==> src/rtl/dct2d_sequencer.sv <==
// dct2d_sequencer: sequences a separable 8x8 2-D transform through an external
// 1-D core. It moves the 8 input rows through the core into a transpose buffer,
// then moves the 8 transpose rows through the core into the result buffer.
// Host access is through an Avalon-MM slave. The core wait is set by the CORE_WAIT parameter.
// Optional feature macro: DCT2D_SEQUENCER_IRQ_EN adds the ins_irq output.
module dct2d_sequencer #(
    parameter int unsigned CORE_WAIT = 1
) (
    input  logic         csi_clk,
    input  logic         rsi_reset_n,
    input  logic [7:0]   avs_s0_address,
    input  logic         avs_s0_write,
    input  logic [31:0]  avs_s0_writedata,
    input  logic         avs_s0_read,
    output logic [31:0]  avs_s0_readdata,
    output logic [127:0] dct_x,
    input  logic [127:0] dct_y
`ifdef DCT2D_SEQUENCER_IRQ_EN
    ,
    output logic         ins_irq
`endif
);

    localparam int unsigned WORD_W = 16;
    localparam int unsigned DATA_W = 32;
    localparam int unsigned VEC_N  = 8;
    localparam int unsigned BLK_N  = 64;
    localparam int unsigned VEC_W  = 3;
    localparam int unsigned WAIT_W = 3;

    localparam logic [7:0] ADDR_CTRL   = 8'h80;
    localparam logic [7:0] ADDR_STATUS = 8'h81;

    typedef enum logic [2:0] {
        IDLE,
        ROW_LOAD,
        ROW_WAIT,
        ROW_STORE,
        COL_LOAD,
        COL_WAIT,
        COL_STORE
    } state_t;

    state_t              state_q, state_nxt;
    logic [VEC_W-1:0]    vec_q, vec_nxt;
    logic [WAIT_W-1:0]   wait_q, wait_nxt;
    logic                busy_q, busy_nxt;
    logic                done_q, done_nxt;
    logic                irq_en_q, irq_en_nxt;
    logic                load_c, store_row_c, store_col_c;

    logic [WORD_W-1:0]   in_buf    [BLK_N];
    logic [WORD_W-1:0]   trans_buf [BLK_N];
    logic [WORD_W-1:0]   res_buf   [BLK_N];

    logic [VEC_N*WORD_W-1:0] row_vec_c;
    logic [DATA_W-1:0]       rd_data_c;

    logic ctrl_wr_c, start_c, abort_c, in_wr_c;
    logic unused_wdata;

    assign ctrl_wr_c    = avs_s0_write && (avs_s0_address == ADDR_CTRL);
    assign start_c      = ctrl_wr_c && avs_s0_writedata[0];
    assign abort_c      = ctrl_wr_c && avs_s0_writedata[1];
    assign in_wr_c      = avs_s0_write && !busy_q && (avs_s0_address[7:6] == 2'b00);
    assign unused_wdata = ^avs_s0_writedata[31:16];

    // Next-state, counters and status flags; abort overrides everything.
    always_comb begin
        state_nxt   = state_q;
        vec_nxt     = vec_q;
        wait_nxt    = wait_q;
        busy_nxt    = busy_q;
        done_nxt    = done_q;
        irq_en_nxt  = ctrl_wr_c ? avs_s0_writedata[2] : irq_en_q;
        load_c      = 1'b0;
        store_row_c = 1'b0;
        store_col_c = 1'b0;
        if (abort_c) begin
            state_nxt = IDLE;
            vec_nxt   = '0;
            wait_nxt  = '0;
            busy_nxt  = 1'b0;
            done_nxt  = 1'b0;
        end else begin
            unique case (state_q)
                IDLE: begin
                    if (start_c) begin
                        state_nxt = ROW_LOAD;
                        vec_nxt   = '0;
                        wait_nxt  = '0;
                        busy_nxt  = 1'b1;
                        done_nxt  = 1'b0;
                    end
                end
                ROW_LOAD: begin
                    load_c    = 1'b1;
                    wait_nxt  = '0;
                    state_nxt = ROW_WAIT;
                end
                ROW_WAIT: begin
                    if (wait_q == WAIT_W'(CORE_WAIT - 1)) begin
                        state_nxt = ROW_STORE;
                    end else begin
                        wait_nxt = wait_q + 3'd1;
                    end
                end
                ROW_STORE: begin
                    store_row_c = 1'b1;
                    if (vec_q == 3'd7) begin
                        vec_nxt   = '0;
                        state_nxt = COL_LOAD;
                    end else begin
                        vec_nxt   = vec_q + 3'd1;
                        state_nxt = ROW_LOAD;
                    end
                end
                COL_LOAD: begin
                    load_c    = 1'b1;
                    wait_nxt  = '0;
                    state_nxt = COL_WAIT;
                end
                COL_WAIT: begin
                    if (wait_q == WAIT_W'(CORE_WAIT - 1)) begin
                        state_nxt = COL_STORE;
                    end else begin
                        wait_nxt = wait_q + 3'd1;
                    end
                end
                COL_STORE: begin
                    store_col_c = 1'b1;
                    if (vec_q == 3'd7) begin
                        vec_nxt   = '0;
                        state_nxt = IDLE;
                        busy_nxt  = 1'b0;
                        done_nxt  = 1'b1;
                    end else begin
                        vec_nxt   = vec_q + 3'd1;
                        state_nxt = COL_LOAD;
                    end
                end
                default: begin
                    state_nxt = IDLE;
                    busy_nxt  = 1'b0;
                end
            endcase
        end
    end

    // Control state register.
    always_ff @(posedge csi_clk or negedge rsi_reset_n) begin
        if (!rsi_reset_n) begin
            state_q  <= IDLE;
            vec_q    <= '0;
            wait_q   <= '0;
            busy_q   <= 1'b0;
            done_q   <= 1'b0;
            irq_en_q <= 1'b0;
        end else begin
            state_q  <= state_nxt;
            vec_q    <= vec_nxt;
            wait_q   <= wait_nxt;
            busy_q   <= busy_nxt;
            done_q   <= done_nxt;
            irq_en_q <= irq_en_nxt;
        end
    end

`ifdef DCT2D_SEQUENCER_IRQ_EN
    // Interrupt tracks done & irq_en, so start, abort and reset all drop it.
    always_ff @(posedge csi_clk or negedge rsi_reset_n) begin
        if (!rsi_reset_n) begin
            ins_irq <= 1'b0;
        end else begin
            ins_irq <= done_nxt && irq_en_nxt;
        end
    end
`endif

    // Selects the vector for the core: input row in row phase, transpose row in column phase.
    always_comb begin
        row_vec_c = '0;
        for (int j = 0; j < VEC_N; j++) begin
            if (state_q == ROW_LOAD) begin
                row_vec_c[j*WORD_W +: WORD_W] = in_buf[{vec_q, 3'(j)}];
            end else begin
                row_vec_c[j*WORD_W +: WORD_W] = trans_buf[{vec_q, 3'(j)}];
            end
        end
    end

    // Core input register, loaded for one cycle per vector.
    always_ff @(posedge csi_clk or negedge rsi_reset_n) begin
        if (!rsi_reset_n) begin
            dct_x <= '0;
        end else if (load_c) begin
            dct_x <= row_vec_c;
        end
    end

    // Host writes into the input block; writes while busy are dropped.
    always_ff @(posedge csi_clk) begin
        if (in_wr_c) begin
            in_buf[avs_s0_address[5:0]] <= avs_s0_writedata[WORD_W-1:0];
        end
    end

    // Row results land transposed: element k of row r goes to [k][r].
    always_ff @(posedge csi_clk) begin
        if (store_row_c) begin
            for (int k = 0; k < VEC_N; k++) begin
                trans_buf[{3'(k), vec_q}] <= dct_y[k*WORD_W +: WORD_W];
            end
        end
    end

    // Column results: element k of transpose row c goes to result [k][c].
    always_ff @(posedge csi_clk) begin
        if (store_col_c) begin
            for (int k = 0; k < VEC_N; k++) begin
                res_buf[{3'(k), vec_q}] <= dct_y[k*WORD_W +: WORD_W];
            end
        end
    end

    // Read decode; unmapped addresses return zero.
    always_comb begin
        rd_data_c = '0;
        unique case (avs_s0_address[7:6])
            2'b00: rd_data_c = DATA_W'(in_buf[avs_s0_address[5:0]]);
            2'b01: rd_data_c = DATA_W'(res_buf[avs_s0_address[5:0]]);
            default: begin
                if (avs_s0_address == ADDR_CTRL) begin
                    rd_data_c = {29'b0, irq_en_q, 2'b00};
                end else if (avs_s0_address == ADDR_STATUS) begin
                    rd_data_c = {29'b0, irq_en_q, done_q, busy_q};
                end
            end
        endcase
    end

    // Registered read data, held when no read is issued.
    always_ff @(posedge csi_clk or negedge rsi_reset_n) begin
        if (!rsi_reset_n) begin
            avs_s0_readdata <= '0;
        end else if (avs_s0_read) begin
            avs_s0_readdata <= rd_data_c;
        end
    end

endmodule

==> config.mk <==
export PLATFORM = sky130hd
export DESIGN_NAME = dct2d_sequencer
export DESIGN_NICKNAME = d
export VERILOG_FILES = /design/src/rtl/dct2d_sequencer.sv
export SDC_FILE = /design/constraint.sdc
export NUM_CORES = 2
export LEC_CHECK = 0
export ABC_AREA = 1
export ABC_CLOCK_PERIOD_IN_PS = 9710
export CELL_PAD_IN_SITES_DETAIL_PLACEMENT = 0
export CELL_PAD_IN_SITES_GLOBAL_PLACEMENT = 1
export CORE_UTILIZATION = 40
export DETAILED_ROUTE_END_ITERATION = 10
export DONT_BUFFER_PORTS = 1
export PLACE_DENSITY_LB_ADDON = 0.1
export REMOVE_ABC_BUFFERS = 1
export SYNTH_ARGS = -nofsm -noshare
export SYNTH_HDL_FRONTEND = slang
export SYNTH_SLANG_ARGS = --single-unit
==> constraint.sdc <==
create_clock -name csi_clk -period 9.71 [get_ports csi_clk]
set_input_delay 1.942 -clock csi_clk [delete_from_list [all_inputs] [get_ports csi_clk]]
set_output_delay 1.942 -clock csi_clk [all_outputs]
set_load 0.01 [all_outputs]
==> metrics.csv <==
stage,metric,value,unit
min_path,Hold Crit Class,reg -> reg,
power,Flop pwr share,0.447,
status,status,"finished, violations left",
cts,TritonCTS Buffers,359,
power,Sw Pwr,11.49,mW
min_path,hold endpoint,dct_x[102],
cells_and_area,layout cells sized above 1,0.06925,
cts,CTS tree,built,
cts,CTS Root Cell,clkbuf_16,
power,switching share of power,0.3099,
min_path,HP Start,trans_buf[54][6],
cells_and_area,Final Non-Filler Cells,16960,
cells_and_area,Synth-to-Final Area Change,12.31,%
worst_setup_path,Worst EP required,10.25,ns
floorplan,DIE HEIGHT,584.0,µm
cts,clk buf depth,4,
drt,DR iter-0 viols,11160,
drt,DRT Wirelength,527300,µm
cts,clock latency on the worst-skew pair,0.98,ns
worst_setup_path,Reg-to-Reg End,dct_x[33],
cells_and_area,fillcell total,31270,
place,number of port buffers,0,
power,Int Power,25.58,mW
status,violated checks,max-slew violations,
cts,"Hold-fix buffers, CTS",0,
place,hpwl dp,282200,µm
worst_setup_path,WP data arrival,6.96,ns
worst_setup_path,FF-to-FF Start,vec_q[0],
worst_setup_path,Worst Setup End Kind,flip-flop,
grt,first-pass GRT wire length,725100,µm
timing,worst hold slack,0.5358,ns
power,Comb power frac,0.183,
synthesis,Post-synth EDFFs,3072,
power,Clock Power Share,0.370,
synthesis,Avg Inst Size Synth,11.04,µm²
run,max_cap viols,0,
timing,crit path time final,6.420,ns
synthesis,Post-synth ARST share,0.04833,
worst_setup_path,R2R cell count,10,
grt,grt peak-use layer,met2,
synthesis,share of the synthesized area in the top cell type,0.6808,
timing,RSZ-0062 raised after global routing,false,
floorplan,Core Area,336900,µm²
timing,final count of negative-setup-slack endpoints,0,
synthesis,Yosys reg bits,3228,
synthesis,Yosys cell types,46,
cells_and_area,multi-input gate area in the final layout,34980,µm²
cts,CTS clock-pin slew for the worst setup and hold paths,0.06,ns
worst_setup_path,r2r setup slk,4.76,ns
timing,fin crit share,0.6611,
worst_setup_path,Startpoint Class,input port,
timing,Max transition margin,-0.1711,
floorplan,Starting Density,0.4022,
power,Pwr Density,243.6,nW/µm²
cells_and_area,Nets,12310,
grt,met1 Use GR,0.4133,
place,RePlAce Congestion,0.9037,
synthesis,Post-Synthesis Cell Area,135500,µm²
cts,Post-CTS Setup Bufs,0,
timing,Slew Limit Fails,157,
floorplan,# rows,213,
cells_and_area,FF+latch area,96150,µm²
cells_and_area,final core occ,0.4518,
synthesis,"top cells by area, synth","edfxtp_1, nand2_1, dfrtp_1, nand3_1, o21ai_0",
synthesis,Synth area leader,edfxtp_1,
timing,Layout Skew,0.05206,ns
power,peak supply drop,0.3389,mV
power,total power,37.07,mW
grt,vias in the first global route,91760,
grt,grt ovf,0,
grt,grt met3 use,0.06269,
cts,htree depth,5,
power,Leak,58.20,nW
cells_and_area,most frequent cells in the layout,"nand2_1, edfxtp_1, inv_1, nand3_1, clkbuf_16",
grt,gr usage total,0.3035,
grt,initial antenna violation count,26,
worst_setup_path,WS Path Type,in -> reg,
place,Placed Cells,16290,
synthesis,Synth warnings,0,
drt,Via-to-Cell Ratio,5.658,
grt,largest net degree at the start of global routing,425,
drt,post-detailed-route count of antenna-violating nets,0,
grt,met2 usage,0.4803,
synthesis,"Primary FF master, synth",edfxtp_1,
timing,setup TNS,0,ns
cts,Sink Count,3228,
floorplan,I/O Pins,332,
cells_and_area,"most common cell after layout, fill and taps aside",nand2_1,
timing,Final Hold Fails,0,
timing,highest clock rate,155.8,MHz
timing,worst slew pin tran,1.757,ns
drt,drt drc,0,
floorplan,total die area,341100,µm²
cts,post-CTS sizing,0,
synthesis,Cells after Synth,12270,
worst_setup_path,worst-path maximum fanout,424,
drt,routed vias,95930,
synthesis,"Seq/Total Area, Yosys",0.7096,
floorplan,Die Width,584.0,µm
drt,wire length per cell,31.10,µm
drt,Initial DRT Pass Iterations,6,
min_path,WHS Path Cells,2,
flip-flops by register name, summed over array words and instances, names as in the netlist:
name and flops:
avs_s0_readdata 16, trans_buf 1024, wait_q 3, dct_x 128
res_buf 1024, irq_en_q 1, vec_q 3, busy_q 1
state_q 3, done_q 1, in_buf 1024
per-stage QoR:
| stage | area [µm²] | worst slack (ns) |
|---|---|---|
| floorplan | 132100 | -1.245 |
| global placement | 140400 | 2.962 |
| detailed placement | 140400 | 2.950 |
| CTS | 152200 | 3.986 |
| global route | 152200 | 3.622 |
| finish | 152200 | 3.290 |
cell type report:
type	instances	area share
Clock buffer	493	0.06541
Tap cell	4515	0.03712
Antenna cell	6	0.00009866
Timing Repair Buffer	202	0.01174
Sequential cell	3228	0.6318
Multi-Input combinational cell	7872	0.2299
Inverter	470	0.01224
Clock inverter	169	0.01168
logic make-up (layout without fill, tap and decap cells):
| family | count (synthesis) | count (layout) | share of synthesized area |
|---|---|---|---|
| simple gates | 6543 | 6543 | 0.1893 |
| other cells | 1 | 22 | 0.00002768 |
| flops | 3228 | 3228 | 0.7096 |
| fa+ha+maj | 4 | 4 | 0.0003694 |
| mux | 1 | 1 | 0.00008310 |
| compound gates | 1308 | 1308 | 0.06218 |
| buf+inv | 1188 | 1334 | 0.03840 |
critical path, stage by stage:
cell      delay [ns]
inv_8           0.53
nand2_1         0.37
nor2_4          0.05
nand2_1         0.08
nor2_2          0.06
nand2_2         0.16
inv_1           0.11
nor2_1          0.24
clkinv_1        0.71
nor2_4          0.83
buf_12          0.50
power by group through the flow:
| stage | logic (mW) | clock network (mW) | registers [mW] |
|---|---|---|---|
| after floorplan | 3.54 | 0 | 16.8 |
| after global placement | 6.66 | 0 | 16.9 |
| after detailed placement | 6.69 | 0 | 16.9 |
| after CTS | 6.71 | 13.9 | 16.6 |
| after global routing | 7.13 | 14.4 | 16.6 |
| final | 6.77 | 13.7 | 16.6 |
cells in the mapped netlist, drive strengths merged (4+ instances only):
master   count
o2111ai     22
a21oi      272
nand3      410
clkbuf     336
o211ai      61
clkinv       4
ha           4
nor3        22
inv        466
a22o       145
edfxtp    3072
nand2     5565
a211oi      19
buf        382
and3        12
a221oi     159
or2         16
nand4      181
nor2       336
dfrtp      156
o22ai      136
o21ai      386
a22oi       95
worst max-delay path by stage:
stage,from,endpoint,depth (start not counted)
global placement,avs_s0_address[1],res_buf[51][5],11
finish,avs_s0_address[1],res_buf[11][5],11
CTS,avs_s0_address[1],trans_buf[36][15],11
floorplan,avs_s0_address[1],res_buf[0][0],10
detailed placement,avs_s0_address[1],trans_buf[4][0],11
global route,avs_s0_address[1],res_buf[35][14],11
metal layers:
layer	up-vias	wire, µm
li1	41940	-
met1	48660	217500
met2	4460	239900
met3	862	48630
met4	4	21330
met5	-	28
Power figures use the tool's default switching activity.
